**config.mk**
```make
export PLATFORM = sky130hd
export DESIGN_NAME = mem_arbiter
export DESIGN_NICKNAME = d
export VERILOG_FILES = /design/src/rtl/mem_arbiter.sv
export SDC_FILE = /design/constraint.sdc
export NUM_CORES = 1
export LEC_CHECK = 0
export ABC_AREA = 1
export CAP_MARGIN = 20
export CORE_UTILIZATION = 35
export DETAILED_ROUTE_END_ITERATION = 6
export HOLD_SLACK_MARGIN = 0.1
export PLACE_DENSITY = 0.79
export SLEW_MARGIN = 20
export SYNTH_ARGS = -nofsm -noshare
export SYNTH_HDL_FRONTEND = slang
export SYNTH_SLANG_ARGS = --single-unit
```
**constraint.sdc**
```tcl
create_clock -name clk -period 4.45 [get_ports clk]
set_clock_uncertainty 0.05 [all_clocks]
set_input_delay 0.445 -clock clk [delete_from_list [all_inputs] [get_ports clk]]
set_output_delay 0.445 -clock clk [all_outputs]
set_load 0.005 [all_outputs]
```
**src/rtl/mem_arbiter.sv**
```systemverilog
// mem_arbiter: shares one DRAM user port between VGA, CPU and disk DMA requesters.
//   VGA has fixed top priority; CPU and disk alternate round-robin. One transaction
//   is outstanding at a time, and a watchdog aborts a transaction that is never acked.
//   Ports: clk, reset (async, active-high); vga_req/addr -> vga_ack;
//   cpu_req/we/addr/wdata -> cpu_ack; dsk_req/we/addr/wdata -> dsk_ack; rdata (shared);
//   mem_req/we/addr/wdata <- mem_ack/mem_rdata; timeout_err (sticky).
module mem_arbiter #(
    parameter int ADDR_W  = 22,
    parameter int DATA_W  = 32,
    parameter int TIMEOUT = 1024
) (
    input  logic              clk,
    input  logic              reset,
    input  logic              vga_req,
    input  logic [ADDR_W-1:0] vga_addr,
    output logic              vga_ack,
    input  logic              cpu_req,
    input  logic              cpu_we,
    input  logic [ADDR_W-1:0] cpu_addr,
    input  logic [DATA_W-1:0] cpu_wdata,
    output logic              cpu_ack,
    input  logic              dsk_req,
    input  logic              dsk_we,
    input  logic [ADDR_W-1:0] dsk_addr,
    input  logic [DATA_W-1:0] dsk_wdata,
    output logic              dsk_ack,
    output logic [DATA_W-1:0] rdata,
    output logic              mem_req,
    output logic              mem_we,
    output logic [ADDR_W-1:0] mem_addr,
    output logic [DATA_W-1:0] mem_wdata,
    input  logic              mem_ack,
    input  logic [DATA_W-1:0] mem_rdata,
    output logic              timeout_err
);
    localparam int WD_W = $clog2(TIMEOUT);
    typedef enum logic [1:0] {IDLE, BUSY, ACK} state_t;
    typedef enum logic [1:0] {G_VGA, G_CPU, G_DSK} grant_t;
    state_t state;
    grant_t grant;
    logic rr_dsk;
    logic [WD_W-1:0] wdog;
    logic pick_cpu, pick_dsk;
    // rr_dsk only breaks the tie when CPU and disk both request and VGA is quiet
    assign pick_cpu = !vga_req && cpu_req && (!dsk_req || !rr_dsk);
    assign pick_dsk = !vga_req && dsk_req && !pick_cpu;
    always_ff @(posedge clk or posedge reset) begin
        if (reset) begin
            state       <= IDLE;
            grant       <= G_VGA;
            rr_dsk      <= 1'b0;
            wdog        <= '0;
            vga_ack     <= 1'b0;
            cpu_ack     <= 1'b0;
            dsk_ack     <= 1'b0;
            mem_req     <= 1'b0;
            mem_we      <= 1'b0;
            mem_addr    <= '0;
            mem_wdata   <= '0;
            rdata       <= '0;
            timeout_err <= 1'b0;
        end else begin
            case (state)
                IDLE: if (vga_req || cpu_req || dsk_req) begin
                    grant     <= vga_req ? G_VGA : pick_cpu ? G_CPU : G_DSK;
                    mem_we    <= pick_cpu ? cpu_we : pick_dsk ? dsk_we : 1'b0;
                    mem_addr  <= vga_req ? vga_addr : pick_cpu ? cpu_addr : dsk_addr;
                    mem_wdata <= pick_cpu ? cpu_wdata : pick_dsk ? dsk_wdata : '0;
                    if (!vga_req) rr_dsk <= pick_cpu;
                    mem_req   <= 1'b1;
                    wdog      <= '0;
                    state     <= BUSY;
                end
                // an ack arriving on the expiry cycle still counts as success
                BUSY: if (mem_ack || wdog == WD_W'(TIMEOUT - 1)) begin
                    mem_req <= 1'b0;
                    rdata   <= mem_ack ? mem_rdata : '1;
                    if (!mem_ack) timeout_err <= 1'b1;
                    vga_ack <= grant == G_VGA;
                    cpu_ack <= grant == G_CPU;
                    dsk_ack <= grant == G_DSK;
                    state   <= ACK;
                end else begin
                    wdog <= wdog + 1'b1;
                end
                default: begin
                    vga_ack <= 1'b0;
                    cpu_ack <= 1'b0;
                    dsk_ack <= 1'b0;
                    state   <= IDLE;
                end
            endcase
        end
    end
endmodule
```
=== Yosys cells after proc, flatten, opt, wreduce, memory -nomap -nowiden ===
Cells that the tools add are included.
W data, S select, Z words.

* Input port bits: 170
* Latch bits: 0
* Word-level logic and storage cells: 71
* Output and inout port bits: 92
* Bits in writable memories: 0
* Memories: 0
* Memory bits (read-only): 0
* Register bits: 107

* Multipliers: 0
* Div/mod/pow operators: 0
* Reductions and logical operators: 23
* Order comparisons: 0
* $add $sub $neg: 1
* Shifts and indexed selects: 0
* Equality and inequality tests: 7
* Multiplexer cells: 24
* Bitwise operators: 3

{| class="wikitable"
|+ Operators with widths
! cell !! number
|-
| $mux W32 || 3
|-
| $mux W22 || 2
|-
| $mux W10 || 2
|-
| $pmux W10 S2 || 1
|-
| $reduce_and A3 Y1 || 4
|-
| $add A10 B1 Y10 const B || 1
|-
| $eq A10 B10 Y1 const B || 1
|-
| $mux W2 || 4
|-
| $pmux W1 S2 || 4
|-
| $reduce_and A2 Y1 || 4
|-
| $mux W1 || 7
|-
| $ne A2 B2 Y1 const B || 3
|-
| $eq A2 B1 Y1 const B || 2
|-
| $logic_and A1 B1 Y1 || 4
|-
| $logic_not A1 Y1 || 4
|-
| $logic_not A2 Y1 || 2
|-
| $logic_or A1 B1 Y1 || 4
|-
| $pmux W2 S2 || 1
|-
| $not A1 Y1 || 3
|-
| $eq A2 B2 Y1 const B || 1
|-
| $reduce_bool A2 Y1 || 1
|}

=== Depth between registers and ports, before layout ===
Gate-level depths: netlist of run 1.

* Depth in word-level cells: 7
* Depth in mapped cells: 9
* Mapped depth without buffers: 8

=== Worst setup path after synthesis of run 1 ===
Ideal clock, no wire load.

* Kind: in2reg
* Start point: input port dsk_req
* End point: register mem_wdata[10]
* Stages: 9
* Required time: 4,275 ps
* Buffers on the path: 3
* Library setup time: 125 ps
* Slack: 2,966 ps
* Arrival: 1,309 ps
* Path through: buf_2 > nor2_1 > nand2_1 > nand2_2 > inv_2 > buf_4 > buf_6 > nand3_1 > nand3_1

* Cells in the longest elaborated chain, start to end: 7
* Elaborated cells on any way between the ends: 10
* Those cells by class: mux: 2; reduce/logical: 8

{| class="wikitable"
|+ Ends and longest elaborated chain
! element !! RTL line !! RTL
|-
| from (decl) || 22 || <nowiki>input logic dsk_req,</nowiki>
|-
| $logic_not A1 Y1 || 45 || <nowiki>assign pick_cpu = !vga_req && cpu_req && (!dsk_req || !rr_dsk);</nowiki>
|-
| $logic_or A1 B1 Y1 || 45 ||
|-
| $logic_and A1 B1 Y1 || 45 ||
|-
| $logic_not A1 Y1 || 46 || <nowiki>assign pick_dsk = !vga_req && dsk_req && !pick_cpu;</nowiki>
|-
| $logic_and A1 B1 Y1 || 46 ||
|-
| $mux W32 (2 in a row) || 68 || <nowiki>mem_wdata <= pick_cpu ? cpu_wdata : pick_dsk ? dsk_wdata : '0;</nowiki>
|-
| to (signal assigned) || 68 ||
|-
| to (decl) || 31 || <nowiki>output logic [DATA_W-1:0] mem_wdata,</nowiki>
|}

Several ways; a longest one is shown, not always the timed one.
A chain may end at the register's enable or synchronous reset.

=== Final worst setup path of run 1 ===
* Start point: input port dsk_req
* End point: register mem_wdata[8]

Same word-level chain as after synthesis.

==> results of run 1 <==
## stage by stage
stage / hold WS, ns / total power, mW / std cells / worst slack, ns / util, %
detailed placement: 0.422 / 3.73 / 1037 / 1.43 / 55.0
CTS: 0.443 / 4.57 / 1053 / 1.82 / 57.2
finish: 0.340 / 4.52 / 1054 / 1.85 / 57.4
global placement: 0.414 / 3.70 / 1037 / 1.45 / 55.0
floorplan: 0.415 / 2.58 / 630 / 1.14 / -
global route: 0.354 / 4.85 / 1054 / 1.63 / 57.4
## where the power goes
part	leakage, nW	switching [mW]	internal [mW]	total (mW)
Combinational	2.22	0.955	1.11	2.06
Sequential	1.29	0.239	1.40	1.64
Clock	0.144	0.378	0.441	0.818
Total	3.66	1.57	2.95	4.52
## state kept, by name, summed over array words and instances, names as in the netlist
signal       flops
dsk_ack          1
rr_dsk           1
mem_req          1
mem_wdata       32
mem_addr        22
vga_ack          1
grant            2
mem_we           1
wdog            10
cpu_ack          1
timeout_err      1
state            2
rdata           32
## area by class of cell
| class | instances | area share (%) |
|---|---|---|
| Inverter | 56 | 2.64 |
| Clock buffer | 9 | 2.79 |
| Timing Repair Buffer | 268 | 33.3 |
| Clock inverter | 7 | 0.932 |
| Multi-Input combinational cell | 427 | 24.3 |
| Sequential cell | 107 | 33.2 |
| Tap cell | 180 | 2.79 |
## worst paths after layout
kind,endpoint,slack [ns],cells past startpoint
setup / recovery,mem_wdata[8]$_DFFE_PP0P_,1.85,8
hold / removal,mem_wdata[5]$_DFFE_PP0P_,0.34,2
setup reg to reg,wdog[1]$_DFFE_PP0P_,1.86,7
hold reg to reg,timeout_err$_DFFE_PP0P_,0.44,1
max in group asynchronous,rdata[25]$_DFFE_PP0P_,3.35,3
min in group clk,timeout_err$_DFFE_PP0P_,0.44,1
## cell usage in the layout (no fill, tap or decap), types with 3 or more instances in the layout
cell and instances:
sky130_fd_sc_hd__a31oi_1 13, sky130_fd_sc_hd__clkdlybuf4s50_1 261, sky130_fd_sc_hd__dfrtp_1 107, sky130_fd_sc_hd__nand3_1 134, sky130_fd_sc_hd__a21oi_1 50, sky130_fd_sc_hd__nor2_1 68, sky130_fd_sc_hd__nand2_1 137, sky130_fd_sc_hd__o21ai_0 10
sky130_fd_sc_hd__buf_4 6, sky130_fd_sc_hd__nand2_2 3, sky130_fd_sc_hd__inv_1 51, sky130_fd_sc_hd__clkbuf_16 9, sky130_fd_sc_hd__inv_2 4
## cell families after synthesis
logic type	Yosys count
simple gates	348
flops	107
buf+inv	96
compound gates	78
fa+ha+maj	1
## per-layer routing
metal	share of wire (%)	vias to the layer above
met2	48	199
met4	2.2	0
met3	8.7	27
met1	41	2376
li1	-	2527
met5	0	-
==> metrics.yaml, run 1 <==
synth:
  number_of_unique_standard_cell_types_used_by_synthesis: 23
  netlist_instances: 630
  synth_simple_gate_area_share_pct: 30.1
  xor_and_xnor_fraction_of_the_mapped_netlist_area_pct: 0
  yosysMostFrequentCell: "sky130_fd_sc_hd__nand2_1"
  netlist_area_sq_mm: 0.00508
  postSynth.topFlopCell: "sky130_fd_sc_hd__dfrtp_1"
  synth_top_cell_area_share_pct: 52.7
  synth_async_sr_flop_share_pct: 100
  synth_sequential_area_ratio_pct: 52.7
  synthTopCellsByCount: "sky130_fd_sc_hd__nand2_1 (138), sky130_fd_sc_hd__nand3_1 (134), sky130_fd_sc_hd__dfrtp_1 (107), sky130_fd_sc_hd__nor2_1 (68), sky130_fd_sc_hd__inv_1 (53)"
  synth_compound_gate_area_share_pct: 8.15
  main_combinational_cell_family_by_area_after_synthesis: "simple AND/OR/NAND/NOR gates"
  synth_adder_area_share_pct: 0.246
  muxShareOfSynthArea_pct: 0
  yosys_warning_count: 0
  synth_enable_flop_cells: 0
  ys_seq_elements: 107
  synthesis.area_per_instance_sq_um: 8.07
  synth_area_leaders: "sky130_fd_sc_hd__dfrtp_1 (53%), sky130_fd_sc_hd__nand3_1 (13%), sky130_fd_sc_hd__nand2_1 (10%)"
  synth.net_count: 801
  synthDominantAreaCellType: "sky130_fd_sc_hd__dfrtp_1"
cts:
  cts_num_sinks: 107
  cts_repair_resize_count: 0
  cts_tree: "yes"
  numCtsBuffers: 9
  hold_buffers: 0
  ctsHtreeMaxLevel: 3
  ctsLongestPathBuffers: 2
  clk_pin_slew_ns: 0.07
  clkLatencyLatePin_ns: 0.35
  setup_fix_buffers_added_after_clock_tree_synthesis: 0
  clockRootBuffer: "sky130_fd_sc_hd__clkbuf_16"
critical_path:
  cp.arrival_ns: 2.84
  critical_path.most_common_cell: "sky130_fd_sc_hd__nand3_1"
  bufs_and_invs_on_worst_path: 2
  worst_path_largest_cell_delay_ns: 0.76
  cell_by_cell_trace_of_the_critical_path: "clkdlybuf4s50_1, buf_4, nand2_1, nand3_1, nand2_1, nor2_4, nand3_1, nand3_1"
  required_ns: 4.69
  criticalPathCategory: "input pin to register"
  critical_path.slowest_cell: "sky130_fd_sc_hd__nor2_4"
  timing.critical_path.to_type: "register"
  largest_fanout_on_the_critical_path: 44
  timing.critical_path.max_delay_family: "simple AND/OR/NAND/NOR gates"
  crit_path_start: "dsk_req"
  worst_setup_path_start_kind: "input pin"
  worstReg2RegStart: "state[1]$_DFFE_PP0P_"
final_layout:
  multiInputGateArea_sq_mm: 0.00196
  design.final.nets: 1040
  diodes: 0
  final-seq-area_sq_mm: 0.00268
  postLayoutCellArea_sq_mm: 0.00806
  drive_above_1_share_pct: 4.12
  area.growth.synth_to_final_pct: 58.6
  filler_cell_count_in_the_final_layout: 1268
detailed_routing:
  via_count: 5129
  wirelength_mm: 15.8
  wl_per_cell_um: 15.0
  detail_route.first_pass.iterations: 6
  antenna_violating_nets_post_route: 0
  first_iter_violations: 207
  drc_errors: 0
  avgViaCountPerCell: 4.87
global_routing:
  grt_pass1_vias: 4967
  grt_util_met3_pct: 7.43
  grtUsageMet1_pct: 25.9
  grt.total_usage_pct: 21.2
  grt_first_pass_wirelength_mm: 24.7
  grt_start_max_net_pins: 80
  number_of_antenna_violations_at_the_first_check_in_global_routing: 0
  grt_remaining_overflow: 0
  use_met2_pct: 35.0
  grt-busiest-layer: "met2"
job:
  cap_violations: 0
die:
  core_area_sq_mm: 0.0140
  die_h_um: 123
  num_io_pins: 262
  floorplan.die_area_sq_mm: 0.0150
  die_width_um: 123
  core.rowCount: 43
  floorplan.initialDensity_pct: 36.2
placed_design:
  portBuffers: 261
  placed_area_sq_mm: 0.00773
  dpl.hpwl_mm: 11.3
  place_congestion: 0.817
sta:
  timing.slew.headroom_pct: 33.7
  maxClockFrequency_mhz: 384
  setup_violations: 0
  post_route_setup_tns_ns: 0
  timing_worst_slew_pin_value_ns: 0.993
  pins_over_slew_limit: 0
  grt_setup_unrepaired: "no"
  finalCriticalPeriod_ns: 2.60
  final.period_utilization_pct: 58.5
  finalHoldViolations: 0
power:
  power.density_mw_per_mm2: 561
  total_leakage_power_nw: 3.66
  vdd_drop_max_uv: 295
min_path:
  hold_path.class: "input pin to asynchronous set/reset pin"
outcome:
  outcome: "completed"
Note: power is estimated with default switching activity, not from simulation.
==> run 2, diff against run 1 <==
==> constraint.sdc (replaced) <==
create_clock -name clk -period 2.6 [get_ports clk]
set_clock_uncertainty 0.05 [all_clocks]
set_input_delay 0.26 -clock clk [delete_from_list [all_inputs] [get_ports clk]]
set_output_delay 0.26 -clock clk [all_outputs]
set_load 0.005 [all_outputs]
==> metrics.yaml, run 2 (synthesis gave the netlist of run 1 again) <==
power:
  sequential_fraction_of_design_power_pct: 35.8
  power.density_mw_per_mm2: 965
  combinationalPowerShare_pct: 46.0
  internal-power_mw: 5.15
  p_switching_mw: 2.71
  p_sw_share_pct: 34.5
  vdd_drop_max_uv: 539
  clock_power_share_pct: 18.1
  total_leakage_power_nw: 3.70
detailed_routing:
  via_count: 5162
  wl_per_cell_um: 15.1
  drc_errors: 0
  antenna_violating_nets_post_route: 0
  avgViaCountPerCell: 4.87
  detail_route.first_pass.iterations: 4
  wirelength_mm: 16.0
  first_iter_violations: 176
die:
  core_area_sq_mm: 0.0140
  num_io_pins: 262
  die_width_um: 123
  core.rowCount: 43
  floorplan.die_area_sq_mm: 0.0150
  floorplan.initialDensity_pct: 36.2
  die_h_um: 123
global_routing:
  number_of_antenna_violations_at_the_first_check_in_global_routing: 0
  grt_pass1_vias: 5136
  grt_remaining_overflow: 0
  grt_first_pass_wirelength_mm: 25.5
  grt_start_max_net_pins: 67
  grt.total_usage_pct: 22.0
cts:
  clk_pin_slew_ns: 0.07
  ctsHtreeMaxLevel: 3
  cts_repair_resize_count: 0
  cts_num_sinks: 107
  cts_tree: "yes"
  numCtsBuffers: 9
  clkLatencyLatePin_ns: 0.35
  hold_buffers: 0
  clockRootBuffer: "sky130_fd_sc_hd__clkbuf_16"
  ctsLongestPathBuffers: 2
  setup_fix_buffers_added_after_clock_tree_synthesis: 0
critical_path:
  required_ns: 2.79
  timing.critical_path.to_type: "register"
  cp.arrival_ns: 2.23
  criticalPathCategory: "register to register"
  regToRegSetupSlack_ns: 0.56
  worstReg2RegStart: "wdog[0]$_DFFE_PP0P_"
  largest_fanout_on_the_critical_path: 12
  worst_setup_path_start_kind: "register"
  r2r-end: "wdog[9]$_DFFE_PP0P_"
  rr_worst_depth: 8
placed_design:
  portBuffers: 261
  dpl.hpwl_mm: 11.7
  placed_area_sq_mm: 0.00783
  dp.cells: 1044
  place_congestion: 0.826
sta:
  finalCriticalPeriod_ns: 2.04
  finalHoldViolations: 0
  setup_violations: 0
  pins_over_slew_limit: 0
  final.period_utilization_pct: 78.6
  maxClockFrequency_mhz: 490
  grt_setup_unrepaired: "no"
  timing.slew.headroom_pct: 64.7
  timing_worst_slew_pin_value_ns: 0.529
  post_route_setup_tns_ns: 0
final_layout:
  design.final.nets: 1046
  filler_cell_count_in_the_final_layout: 1235
  most_used_cells_in_the_layout_excluding_fill_and_tap_cells: "sky130_fd_sc_hd__clkdlybuf4s50_1 (261), sky130_fd_sc_hd__nand2_1 (138), sky130_fd_sc_hd__nand3_1 (134)"
  area.growth.synth_to_final_pct: 60.2
  final-seq-area_sq_mm: 0.00268
  postLayoutCellArea_sq_mm: 0.00814
  multiInputGateArea_sq_mm: 0.00196
  layout_top_registers: "mem_wdata x32, rdata x32, mem_addr x22"
  postLayoutCoreUtil_pct: 58.0
  commonest_non_fill_non_tap_cell_in_the_layout: "sky130_fd_sc_hd__clkdlybuf4s50_1"
  drive_above_1_share_pct: 4.66
  final_cells: 1060
  diodes: 0
job:
  cap_violations: 0
outcome:
  outcome: "completed"
min_path:
  hold_path.class: "input pin to asynchronous set/reset pin"
run 2: how the worst max path moves through the flow:
stage,from,to,slack (ns),depth (start not counted)
2_1_floorplan,reset,cpu_ack$_DFFE_PP0P_,1.00,1
3_3_place_gp,wdog[0]$_DFFE_PP0P_,wdog[8]$_DFFE_PP0P_,0.64,8
3_5_place_dp,dsk_req,mem_addr[19]$_DFFE_PP0P_,0.58,9
4_1_cts,wdog[0]$_DFFE_PP0P_,wdog[9]$_DFFE_PP0P_,0.58,8
5_1_grt,wdog[0]$_DFFE_PP0P_,wdog[2]$_DFFE_PP0P_,0.39,8
6_report,wdog[0]$_DFFE_PP0P_,wdog[9]$_DFFE_PP0P_,0.56,8
run 2: critical path, stage by stage, from the launching register on:
cell                      delay (ns)
sky130_fd_sc_hd__dfrtp_1        0.41
sky130_fd_sc_hd__ha_1           0.21
sky130_fd_sc_hd__nand2_2        0.09
sky130_fd_sc_hd__nor2_4         0.16
sky130_fd_sc_hd__nand4_4        0.11
sky130_fd_sc_hd__nand2_1        0.34
sky130_fd_sc_hd__nand2_1        0.36
sky130_fd_sc_hd__nand2_1        0.15
sky130_fd_sc_hd__nand2_1        0.05
run 2: area by class of cell:
| class | instances | share of cell area [%] |
|---|---|---|
| repair buffers | 274 | 33.9 |
| flip-flops and latches | 107 | 32.9 |
| well taps | 180 | 2.77 |
| multi-input cells | 427 | 24.0 |
| clock inverters | 6 | 0.845 |
| clock buffers | 10 | 2.94 |
| inverters | 56 | 2.63 |
run 2: stage by stage:
step                setup WS, ns  hold WS (ns)  power, mW
CTS                        0.580         0.328       7.99
global route               0.388         0.349       8.43
global placement           0.640         0.411       6.42
detailed placement         0.582         0.419       6.51
finish                     0.557         0.316       7.86
floorplan                   1.00         0.343       4.41
run 2: layer usage:
metal | global-route usage, % | up-vias | wire (um)
li1 | - | 2539 | -
met1 | 26.0 | 2412 | 6580
met2 | 37.6 | 189 | 7920
met3 | 6.51 | 22 | 1230
met4 | 8.23 | 0 | 297
met5 | 0 | - | 0
run 2: power groups by stage:
stage	clock network, mW	logic, mW	registers [mW]
2_1_floorplan	0	1.55	2.86
3_3_place_gp	0	3.60	2.82
3_5_place_dp	0	3.66	2.84
4_1_cts	1.49	3.68	2.82
5_1_grt	1.54	3.99	2.91
6_report	1.43	3.62	2.82
==> run 3, diff against run 2 <==
==> constraint.sdc (replaced) <==
create_clock -name clk -period 2.1 [get_ports clk]
set_clock_uncertainty 0.05 [all_clocks]
set_input_delay 0.21 -clock clk [delete_from_list [all_inputs] [get_ports clk]]
set_output_delay 0.21 -clock clk [all_outputs]
set_load 0.005 [all_outputs]
==> metrics.yaml, run 3 (synthesis gave the netlist of run 1 again) <==
outcome:
  outcome: "completed"
power:
  clock_power_share_pct: 18.7
  p_sw_share_pct: 33.9
  vdd_drop_max_uv: 588
  fin_total_pwr_mw: 9.83
  combinationalPowerShare_pct: 45.8
  internal-power_mw: 6.49
  total_leakage_power_nw: 3.72
  p_switching_mw: 3.34
  sequential_fraction_of_design_power_pct: 35.5
  power.density_mw_per_mm2: 1200
cts:
  cts_tree: "yes"
  cts_num_sinks: 107
  clk_pin_slew_ns: 0.08
  hold_buffers: 0
  numCtsBuffers: 9
  ctsHtreeMaxLevel: 3
  setup_fix_buffers_added_after_clock_tree_synthesis: 0
  clockRootBuffer: "sky130_fd_sc_hd__clkbuf_16"
  cts_repair_resize_count: 0
  ctsLongestPathBuffers: 2
  clkLatencyLatePin_ns: 0.34
critical_path:
  criticalPathCategory: "register to register"
  worst_setup_path_start_kind: "register"
  cell_by_cell_trace_of_the_critical_path: "ha_1, nand2_2, nor2_4, nand4_4, nand2_1, nand2_1, nand2_1, nand2_1"
  largest_fanout_on_the_critical_path: 11
  required_ns: 2.29
  critical_path.most_common_cell: "sky130_fd_sc_hd__nand2_1"
  critical_path.slowest_cell: "sky130_fd_sc_hd__dfrtp_1"
  timing.critical_path.to_type: "register"
  worst_path_largest_cell_delay_ns: 0.41
  cp.arrival_ns: 2.05
sta:
  timing_worst_slew_pin_value_ns: 0.567
  post_route_setup_tns_ns: 0
  timing.slew.headroom_pct: 62.2
  pins_over_slew_limit: 0
  finalHoldViolations: 0
  finalCriticalPeriod_ns: 1.86
  grt_setup_unrepaired: "no"
  final.period_utilization_pct: 88.5
  maxClockFrequency_mhz: 538
  setup_violations: 0
final_layout:
  area.growth.synth_to_final_pct: 61.0
  diodes: 0
  drive_above_1_share_pct: 4.86
  commonest_non_fill_non_tap_cell_in_the_layout: "sky130_fd_sc_hd__clkdlybuf4s50_1"
  filler_cell_count_in_the_final_layout: 1263
  layout_top_registers: "mem_wdata x32, rdata x32, mem_addr x22"
  final-seq-area_sq_mm: 0.00268
  multiInputGateArea_sq_mm: 0.00196
  design.final.nets: 1050
  postLayoutCoreUtil_pct: 58.3
  most_used_cells_in_the_layout_excluding_fill_and_tap_cells: "sky130_fd_sc_hd__clkdlybuf4s50_1 (261), sky130_fd_sc_hd__nand2_1 (138), sky130_fd_sc_hd__nand3_1 (134)"
global_routing:
  grt_pass1_vias: 5244
  grt_start_max_net_pins: 65
  grt_remaining_overflow: 0
  grt.total_usage_pct: 22.3
  number_of_antenna_violations_at_the_first_check_in_global_routing: 0
  grt_first_pass_wirelength_mm: 25.8
placed_design:
  portBuffers: 261
  dpl.hpwl_mm: 11.5
  place_congestion: 0.845
die:
  core_area_sq_mm: 0.0140
  num_io_pins: 262
  die_width_um: 123
  die_h_um: 123
  floorplan.die_area_sq_mm: 0.0150
  floorplan.initialDensity_pct: 36.2
  core.rowCount: 43
detailed_routing:
  via_count: 5181
  wl_met1_mm: 6.46
  detail_route.first_pass.iterations: 4
  detailroute.wirelength.met2_mm: 7.84
  drc_errors: 0
  routed.top_layer: "met4"
  first_iter_violations: 243
  met3RoutedLength_mm: 1.39
  avgViaCountPerCell: 4.87
  wirelength_mm: 16.0
  antenna_violating_nets_post_route: 0
  wl_per_cell_um: 15.1
job:
  cap_violations: 0
min_path:
  hold_path.class: "input pin to asynchronous set/reset pin"
## run 3: cell types whose count changed in the layout (fill, tap and decap cells not counted), sizes merged
cell	before	now
inv	58	56
clkbuf	10	11
bufinv	1	2
buf	13	17
## run 3: path summary, 6_finish.rpt
check	cells after the start	start	end	slack [ns]
max in group asynchronous	3	reset	rdata[26]$_DFFE_PP0P_	1.24
worst max-delay path	8	wdog[0]$_DFFE_PP0P_	wdog[8]$_DFFE_PP0P_	0.24
worst min-delay path	3	reset	mem_req$_DFFE_PP0P_	0.26
worst min register to register	2	dsk_ack$_DFFE_PP0P_	dsk_ack$_DFFE_PP0P_	0.42
min in group clk	3	cpu_addr[9]	mem_addr[9]$_DFFE_PP0P_	0.38
worst max register to register	8	wdog[0]$_DFFE_PP0P_	wdog[8]$_DFFE_PP0P_	0.24
## run 3: power by group through the flow
stage	clock network (mW)	logic (mW)	registers (mW)
finish	1.84	4.50	3.49
global route	1.97	5.00	3.61
CTS	1.88	4.56	3.49
detailed placement	0	4.54	3.52
global placement	0	4.47	3.49
floorplan	0	1.92	3.54
## run 3: layer usage
layer | vias up | global-route usage (%)
met5 | - | 0
met4 | 0 | 8.84
met3 | 24 | 6.09
met2 | 223 | 38.7
met1 | 2392 | 25.9
li1 | 2542 | -
## run 3: area by class of cell
class	count	area share (%)
repair buffers	278	34.1
flip-flops and latches	107	32.7
multi-input cells	427	23.9
clock buffers	11	2.84
well taps	180	2.75
inverters	56	2.62
clock inverters	5	1.04
## run 3: stage by stage
step           setup WS [ns]  std cells  hold WS (ns)  cell area [sq um]
2_1_floorplan          0.552        630         0.293               5090
3_3_place_gp           0.314       1048         0.412               7860
3_5_place_dp           0.246       1048         0.411               7860
4_1_cts                0.236       1064         0.283               8180
5_1_grt               0.0307       1064         0.296               8180
6_report               0.241       1064         0.258               8180
## run 3: critical path: cells and delay by family (launching register included)
family	cells	cell delay [ns]
and+or+nand+nor	7	1.09
adders and majority gates	1	0.21
DFF	1	0.41
